<file path="src/rtl/mic_level_meter_pkg.sv">
// rtl/mic_level_meter_pkg.sv - shared widths, FSM encoding and magnitude helper for the mic level meter
package mic_level_meter_pkg;

    localparam int MIC_W        = 12;
    localparam int MAG_W        = 11;
    localparam int LVL_W        = 4;
    localparam int MIC_MIDPOINT = 2048;

    typedef enum logic [1:0] {
        ST_IDLE   = 2'd0,
        ST_ACCUM  = 2'd1,
        ST_COMMIT = 2'd2
    } state_e;

    // Distance of a raw sample from the DC midpoint, saturated to the MAG_W range.
    function automatic logic [MAG_W-1:0] sample_mag(input logic [MIC_W-1:0] s,
                                                    input logic [MIC_W:0]   mid);
        logic [MIC_W:0] ext;
        logic [MIC_W:0] diff;
        ext  = {1'b0, s};
        diff = (ext >= mid) ? (ext - mid) : (mid - ext);
        if (diff > {{(MIC_W+1-MAG_W){1'b0}}, {MAG_W{1'b1}}}) begin
            return {MAG_W{1'b1}};
        end
        return diff[MAG_W-1:0];
    endfunction

endpackage

</file>
<file path="src/rtl/mic_level_meter_edge_strobe.sv">
// rtl/mic_level_meter_edge_strobe.sv - 2-FF synchronizer plus rising-edge detector for slow clock domains
module edge_strobe (
    input  logic clk,
    input  logic rst_n,
    input  logic async_i,
    output logic stb_o
);

    logic [1:0] sync_q;
    logic       prev_q;

    always_ff @(posedge clk or negedge rst_n) begin
        if (!rst_n) begin
            sync_q <= 2'b00;
            prev_q <= 1'b0;
        end else begin
            sync_q <= {sync_q[0], async_i};
            prev_q <= sync_q[1];
        end
    end

    assign stb_o = sync_q[1] & ~prev_q;

endmodule

</file>
<file path="src/rtl/mic_level_meter.sv">
// rtl/mic_level_meter.sv - windowed peak magnitude to 4-bit volume level with hold and one-step decay
module mic_level_meter
    import mic_level_meter_pkg::*;
#(
    parameter int WINDOW   = 4000,
    parameter int MIDPOINT = MIC_MIDPOINT
) (
    input  logic             clk,
    input  logic             rst,
    input  logic             en,
    input  logic             cs,
    input  logic [MIC_W-1:0] mic_in,
    output logic [LVL_W-1:0] level,
    output logic [MAG_W-1:0] peak,
    output logic             level_valid,
    output logic             clip
);

    localparam int                CNT_W  = (WINDOW > 1) ? $clog2(WINDOW) : 1;
    localparam logic [CNT_W-1:0]  LAST   = CNT_W'(WINDOW - 1);
    localparam logic [MIC_W:0]    MID_EX = (MIC_W+1)'(MIDPOINT);

    logic stb;

    state_e           state_q,    state_d;
    logic [CNT_W-1:0] cnt_q,      cnt_d;
    logic [MAG_W-1:0] run_max_q,  run_max_d;
    logic             clip_acc_q, clip_acc_d;
    logic [LVL_W-1:0] level_q,    level_d;
    logic [MAG_W-1:0] peak_q,     peak_d;
    logic             clip_q,     clip_d;
    logic             valid_q,    valid_d;

    logic [MAG_W-1:0] mag;
    logic [MAG_W-1:0] new_max;
    logic             clip_new;
    logic [LVL_W-1:0] new_lvl;

    edge_strobe u_cs_strobe (
        .clk     (clk),
        .rst_n   (rst),
        .async_i (cs),
        .stb_o   (stb)
    );

    always_comb begin
        state_d    = state_q;
        cnt_d      = cnt_q;
        run_max_d  = run_max_q;
        clip_acc_d = clip_acc_q;
        level_d    = level_q;
        peak_d     = peak_q;
        clip_d     = clip_q;
        valid_d    = 1'b0;

        mag      = sample_mag(mic_in, MID_EX);
        new_max  = (mag > run_max_q) ? mag : run_max_q;
        clip_new = clip_acc_q | (mic_in == '0) | (mic_in == '1);
        new_lvl  = new_max[MAG_W-1 -: LVL_W];

        unique case (state_q)
            ST_IDLE: begin
                cnt_d      = '0;
                run_max_d  = '0;
                clip_acc_d = 1'b0;
                if (en) begin
                    state_d = ST_ACCUM;
                end
            end
            ST_ACCUM: begin
                // Enable loss wins over a coincident last strobe: partial window is dropped.
                if (!en) begin
                    state_d    = ST_IDLE;
                    cnt_d      = '0;
                    run_max_d  = '0;
                    clip_acc_d = 1'b0;
                end else if (stb) begin
                    if (cnt_q == LAST) begin
                        state_d    = ST_COMMIT;
                        peak_d     = new_max;
                        clip_d     = clip_new;
                        level_d    = (new_lvl >= level_q) ? new_lvl : (level_q - 1'b1);
                        valid_d    = 1'b1;
                        cnt_d      = '0;
                        run_max_d  = '0;
                        clip_acc_d = 1'b0;
                    end else begin
                        cnt_d      = cnt_q + 1'b1;
                        run_max_d  = new_max;
                        clip_acc_d = clip_new;
                    end
                end
            end
            ST_COMMIT: begin
                // A strobe landing here is intentionally dropped.
                state_d = en ? ST_ACCUM : ST_IDLE;
            end
            default: begin
                state_d = ST_IDLE;
            end
        endcase
    end

    always_ff @(posedge clk or negedge rst) begin
        if (!rst) begin
            state_q    <= ST_IDLE;
            cnt_q      <= '0;
            run_max_q  <= '0;
            clip_acc_q <= 1'b0;
            level_q    <= '0;
            peak_q     <= '0;
            clip_q     <= 1'b0;
            valid_q    <= 1'b0;
        end else begin
            state_q    <= state_d;
            cnt_q      <= cnt_d;
            run_max_q  <= run_max_d;
            clip_acc_q <= clip_acc_d;
            level_q    <= level_d;
            peak_q     <= peak_d;
            clip_q     <= clip_d;
            valid_q    <= valid_d;
        end
    end

    assign level       = level_q;
    assign peak        = peak_q;
    assign level_valid = valid_q;
    assign clip        = clip_q;

endmodule

</file>
<file path="config.mk">
export PLATFORM = sky130hd
export DESIGN_NAME = mic_level_meter
export DESIGN_NICKNAME = d
export VERILOG_FILES = /design/src/rtl/mic_level_meter_pkg.sv /design/src/rtl/mic_level_meter_edge_strobe.sv /design/src/rtl/mic_level_meter.sv
export SDC_FILE = /design/constraint.sdc
export NUM_CORES = 1
export LEC_CHECK = 0
export CAP_MARGIN = 25
export CORE_UTILIZATION = 51
export CTS_CLUSTER_DIAMETER = 60
export CTS_CLUSTER_SIZE = 24
export DETAILED_ROUTE_END_ITERATION = 8
export PLACE_DENSITY = 0.77
export SETUP_SLACK_MARGIN = 0.4
export SLEW_MARGIN = 15
export SYNTH_ARGS = -nofsm -noshare
export SYNTH_HDL_FRONTEND = slang
export SYNTH_SLANG_ARGS = --single-unit
</file>
<file path="constraint.sdc">
create_clock -name clk -period 3.1 [get_ports clk]
set_clock_uncertainty 0.2 [all_clocks]
set_input_delay 0.62 -clock clk [delete_from_list [all_inputs] [get_ports clk]]
set_output_delay 0.62 -clock clk [all_outputs]
set_load 0.005 [all_outputs]
</file>
==> qor.yml <==
run_status:
  status: "complete, but fails checks"
  violations: "setup timing"
logic_synthesis:
  avgSynthCellArea_um2: 9.30
  ys_ff_latch: 46
  ys_async_sr_fraction: 1.00
  synth_fp_nets: 336
  synth_ff_type: "dfrtp_1"
  synth_edf_count: 0
  synth.cell_area_mm2: 0.00280
  syn_inst: 301
  yosysWarnings: 0
  yosysUniqueCellTypes: 52
  yosysSeqAreaShare: 0.411
power:
  total_power_mw: 1.66
  power.switching_mw: 0.547
  intPower_mw: 1.11
  swShare: 0.330
  pwr-share-seq: 0.380
  peakVddDrop_v: 0.000261
  powerDensity_mw_per_mm2: 384
  leakagePower_nw: 1.93
  power.share.clock: 0.219
  comb_power_share: 0.400
layout:
  nets: 456
  post-route-util: 0.830
  design_area_mm2: 0.00432
  n_antenna_cell: 0
  fin_cells: 491
  area_delta_synth_final_pct: 54.3
  num-fill-cells: 276
  drive_gt1_frac: 0.392
  multi_input_area_mm2: 0.00187
  register_area_mm2: 0.00115
global_routing:
  grt_pass1_vias: 2821
  grt-ovfl-total: 0
  grt_use_met2: 0.499
  grt_antenna_before_repair: 0
  gr-max-usage-layer: "met2"
  grt_pass1_wl_mm: 13.2
  grtUsageMet1: 0.357
  grt_start_max_net_pins: 47
  track_usage: 0.288
  met3_usage: 0.0455
timing:
  hold_slack_ns: 0.0903
  fin_crit_ns: 4.41
  slew_headroom: 0.568
  rsz0062_at_grt: "true"
  setup_violations: 26
  hold_violations: 0
  drv_slew: 0
  period_share: 1.42
  setup_ws_ns: -1.31
  clock.fmax_mhz: 227
  worst_pin_slew_ns: 0.644
placement:
  dpl.hpwl_mm: 4.85
  finalWeightedCongestion: 0.893
  dp_cells: 455
  dpl_cell_area_mm2: 0.00364
  portBuffers: 32
setup_path:
  path_max_fanout: 4
  cpPeakStageDelay_ns: 0.53
  crit_buf_inv: 3
  path_delay_family: "compound AO/OA/AOI/OAI gates"
  worstPathCellList: "buf_6 > or4_4 > nor3_4 > a211oi_2 > a21oi_4 > ha_4 > a211oi_4 > nand2_2 > a2111oi_4 > buf_4 > nor2_2 > mux2i_2 > inv_1 > ha_4 > nand2_4 > o21a_4 > a21oi_4 > o22ai_2 > a31oi_1"
  path_class: "in2reg"
  end_kind: "register"
  cp.required_ns: 3.13
  crit_arrival_ns: 4.44
  startpoint_type: "input pin"
  cp_slowest_cell: "or4_4"
floorplanning:
  fp.coreArea_mm2: 0.00520
  rows: 26
  die_w_um: 76.1
  die_area_mm2: 0.00579
  die_h_um: 76.1
  pin_count: 33
  initial_core_util: 0.538
detailed_routing:
  vias: 2982
  wirelength_mm: 9.59
  dr.pass1.iters: 5
  drt.antenna.violating_nets: 0
  wl_per_cell_um: 19.5
  drcViolationCount: 0
  avgViaCountPerCell: 6.07
  first_iter_violations: 332
cts:
  h-tree-depth: 2
  path_clk_slew_ns: 0.09
  cts_made_buffers: 5
  cts_num_sinks: 46
  insertion_delay_ns: 0.31
  cts_buffer_depth: 2
  postCtsHoldBufs: 0
  cts-root-buf: "clkbuf_8"
  cts_tree: "yes"
hold_path:
  hold_path.class: "in2async"
run:
  maxCapViolCount: 0
cell usage after synthesis, types with 2 or more instances:
| cell type | number | area (µm²) |
|---|---|---|
| a21oi_1 | 9 | 45.0 |
| a21oi_2 | 2 | 17.5 |
| a22o_1 | 10 | 87.6 |
| a311oi_1 | 2 | 17.5 |
| a31oi_1 | 4 | 25.0 |
| and2_1 | 3 | 18.8 |
| and3_1 | 2 | 12.5 |
| and4_1 | 2 | 17.5 |
| buf_2 | 4 | 20.0 |
| clkbuf_1 | 3 | 11.3 |
| dfrtp_1 | 46 | 1150 |
| ha_1 | 19 | 238 |
| inv_1 | 24 | 90.1 |
| mux2i_1 | 11 | 110 |
| nand2_1 | 40 | 150 |
| nand2_2 | 2 | 12.5 |
| nand2b_1 | 4 | 25.0 |
| nand3_1 | 6 | 30.0 |
| nand4_1 | 10 | 62.6 |
| nor2_1 | 16 | 60.1 |
| nor2b_1 | 2 | 12.5 |
| nor3_1 | 10 | 50.1 |
| o211ai_1 | 2 | 15.0 |
| o21a_1 | 2 | 15.0 |
| o21ai_0 | 18 | 90.1 |
| o21ai_1 | 14 | 70.1 |
| o22ai_1 | 3 | 18.8 |
| xnor2_1 | 6 | 52.6 |
| xor2_1 | 2 | 17.5 |
flip-flops by register name, summed over array words and instances (netlist names):
signal	flops
u_cs_strobe.prev_q	1
cnt_q	12
run_max_q	11
peak	11
clip	1
level	4
state_q	2
clip_acc_q	1
level_valid	1
u_cs_strobe.sync_q	2
cells in the final DEF (no fill, tap or decap), types with 3 or more instances in the layout:
| cell type | count |
|---|---|
| o22ai_2 | 3 |
| nand4_1 | 10 |
| a21oi_1 | 3 |
| mux2i_2 | 3 |
| mux2i_1 | 8 |
| xnor2_1 | 6 |
| a22o_1 | 10 |
| clkdlybuf4s50_1 | 20 |
| ha_1 | 9 |
| dlygate4sd2_1 | 4 |
| nand2b_1 | 3 |
| o21ai_2 | 5 |
| buf_6 | 16 |
| dfrtp_1 | 46 |
| nor3_4 | 3 |
| inv_1 | 22 |
| a31oi_1 | 3 |
| o21ai_1 | 10 |
| nand3_1 | 6 |
| and2_1 | 3 |
| o21ai_0 | 17 |
| nor3_1 | 7 |
| ha_4 | 9 |
| buf_4 | 74 |
| a21oi_2 | 5 |
| nor2_1 | 13 |
| nand2_2 | 7 |
| nand2_1 | 33 |
| clkbuf_8 | 5 |
| a21oi_4 | 3 |
layer usage:
| metal | wire length [µm] | part of all wire |
|---|---|---|
| met5 | 0 | 0 |
| met4 | 491 | 0.051 |
| met3 | 665 | 0.069 |
| met2 | 4820 | 0.50 |
| met1 | 3610 | 0.38 |
timing repair:
item                                    4_1_cts  5_1_grt
setup buffers                                21        6
endpoints found under the setup margin       26       26
gates resized for setup                      62       44
pin swaps                                    25       33
gates cloned                                  1        0
final timing paths:
path                                                 start                              end  slack, ns  cells after the start
min in group clk           u_cs_strobe.sync_q[0]$_DFF_PN0_  u_cs_strobe.sync_q[1]$_DFF_PN0_       0.16                      0
max                                             mic_in[10]             level[3]$_DFFE_PN0P_      -1.31                     19
min reg2reg                u_cs_strobe.sync_q[0]$_DFF_PN0_  u_cs_strobe.sync_q[1]$_DFF_PN0_       0.16                      0
min                                                    rst            cnt_q[11]$_DFFE_PN0P_       0.09                      1
max in group asynchronous                              rst             level[3]$_DFFE_PN0P_       2.09                      2
max reg2reg                       run_max_q[8]$_DFFE_PN0P_             level[3]$_DFFE_PN0P_      -0.26                     16
cell families after synthesis:
group           count (synthesis)  share of synthesized area
flops                          46                      0.411
compound gates                 79                      0.197
buf+inv                        32                     0.0474
mux                            12                     0.0442
fa+ha+maj                      19                     0.0849
simple gates                  105                      0.191
xor+xnor                        8                     0.0250
power by group through the flow:
stage,Sequential [mW],Clock (mW),Combinational [mW]
floorplan,0.637,0,0.235
global placement,0.638,0,0.410
detailed placement,0.638,0,0.423
CTS,0.627,0.360,0.507
global route,0.631,0.392,0.698
finish,0.630,0.364,0.664
per-stage QoR:
step / TNS [ns] / setup WS (ns)
after global routing: -19.73 / -1.41
after detailed placement: -31.16 / -1.85
after CTS: -11.69 / -1.02
after floorplan: -11.49 / -1.13
after global placement: -28.62 / -1.71
final: -17.23 / -1.31
cell type report:
type,instances,area share
multi-input cells,223,0.434
repair buffers,121,0.240
flip-flops and latches,46,0.266
well taps,70,0.0203
clock buffers,6,0.0168
inverters,24,0.0208
clock inverters,1,0.00174
Power figures use the tool's default switching activity.
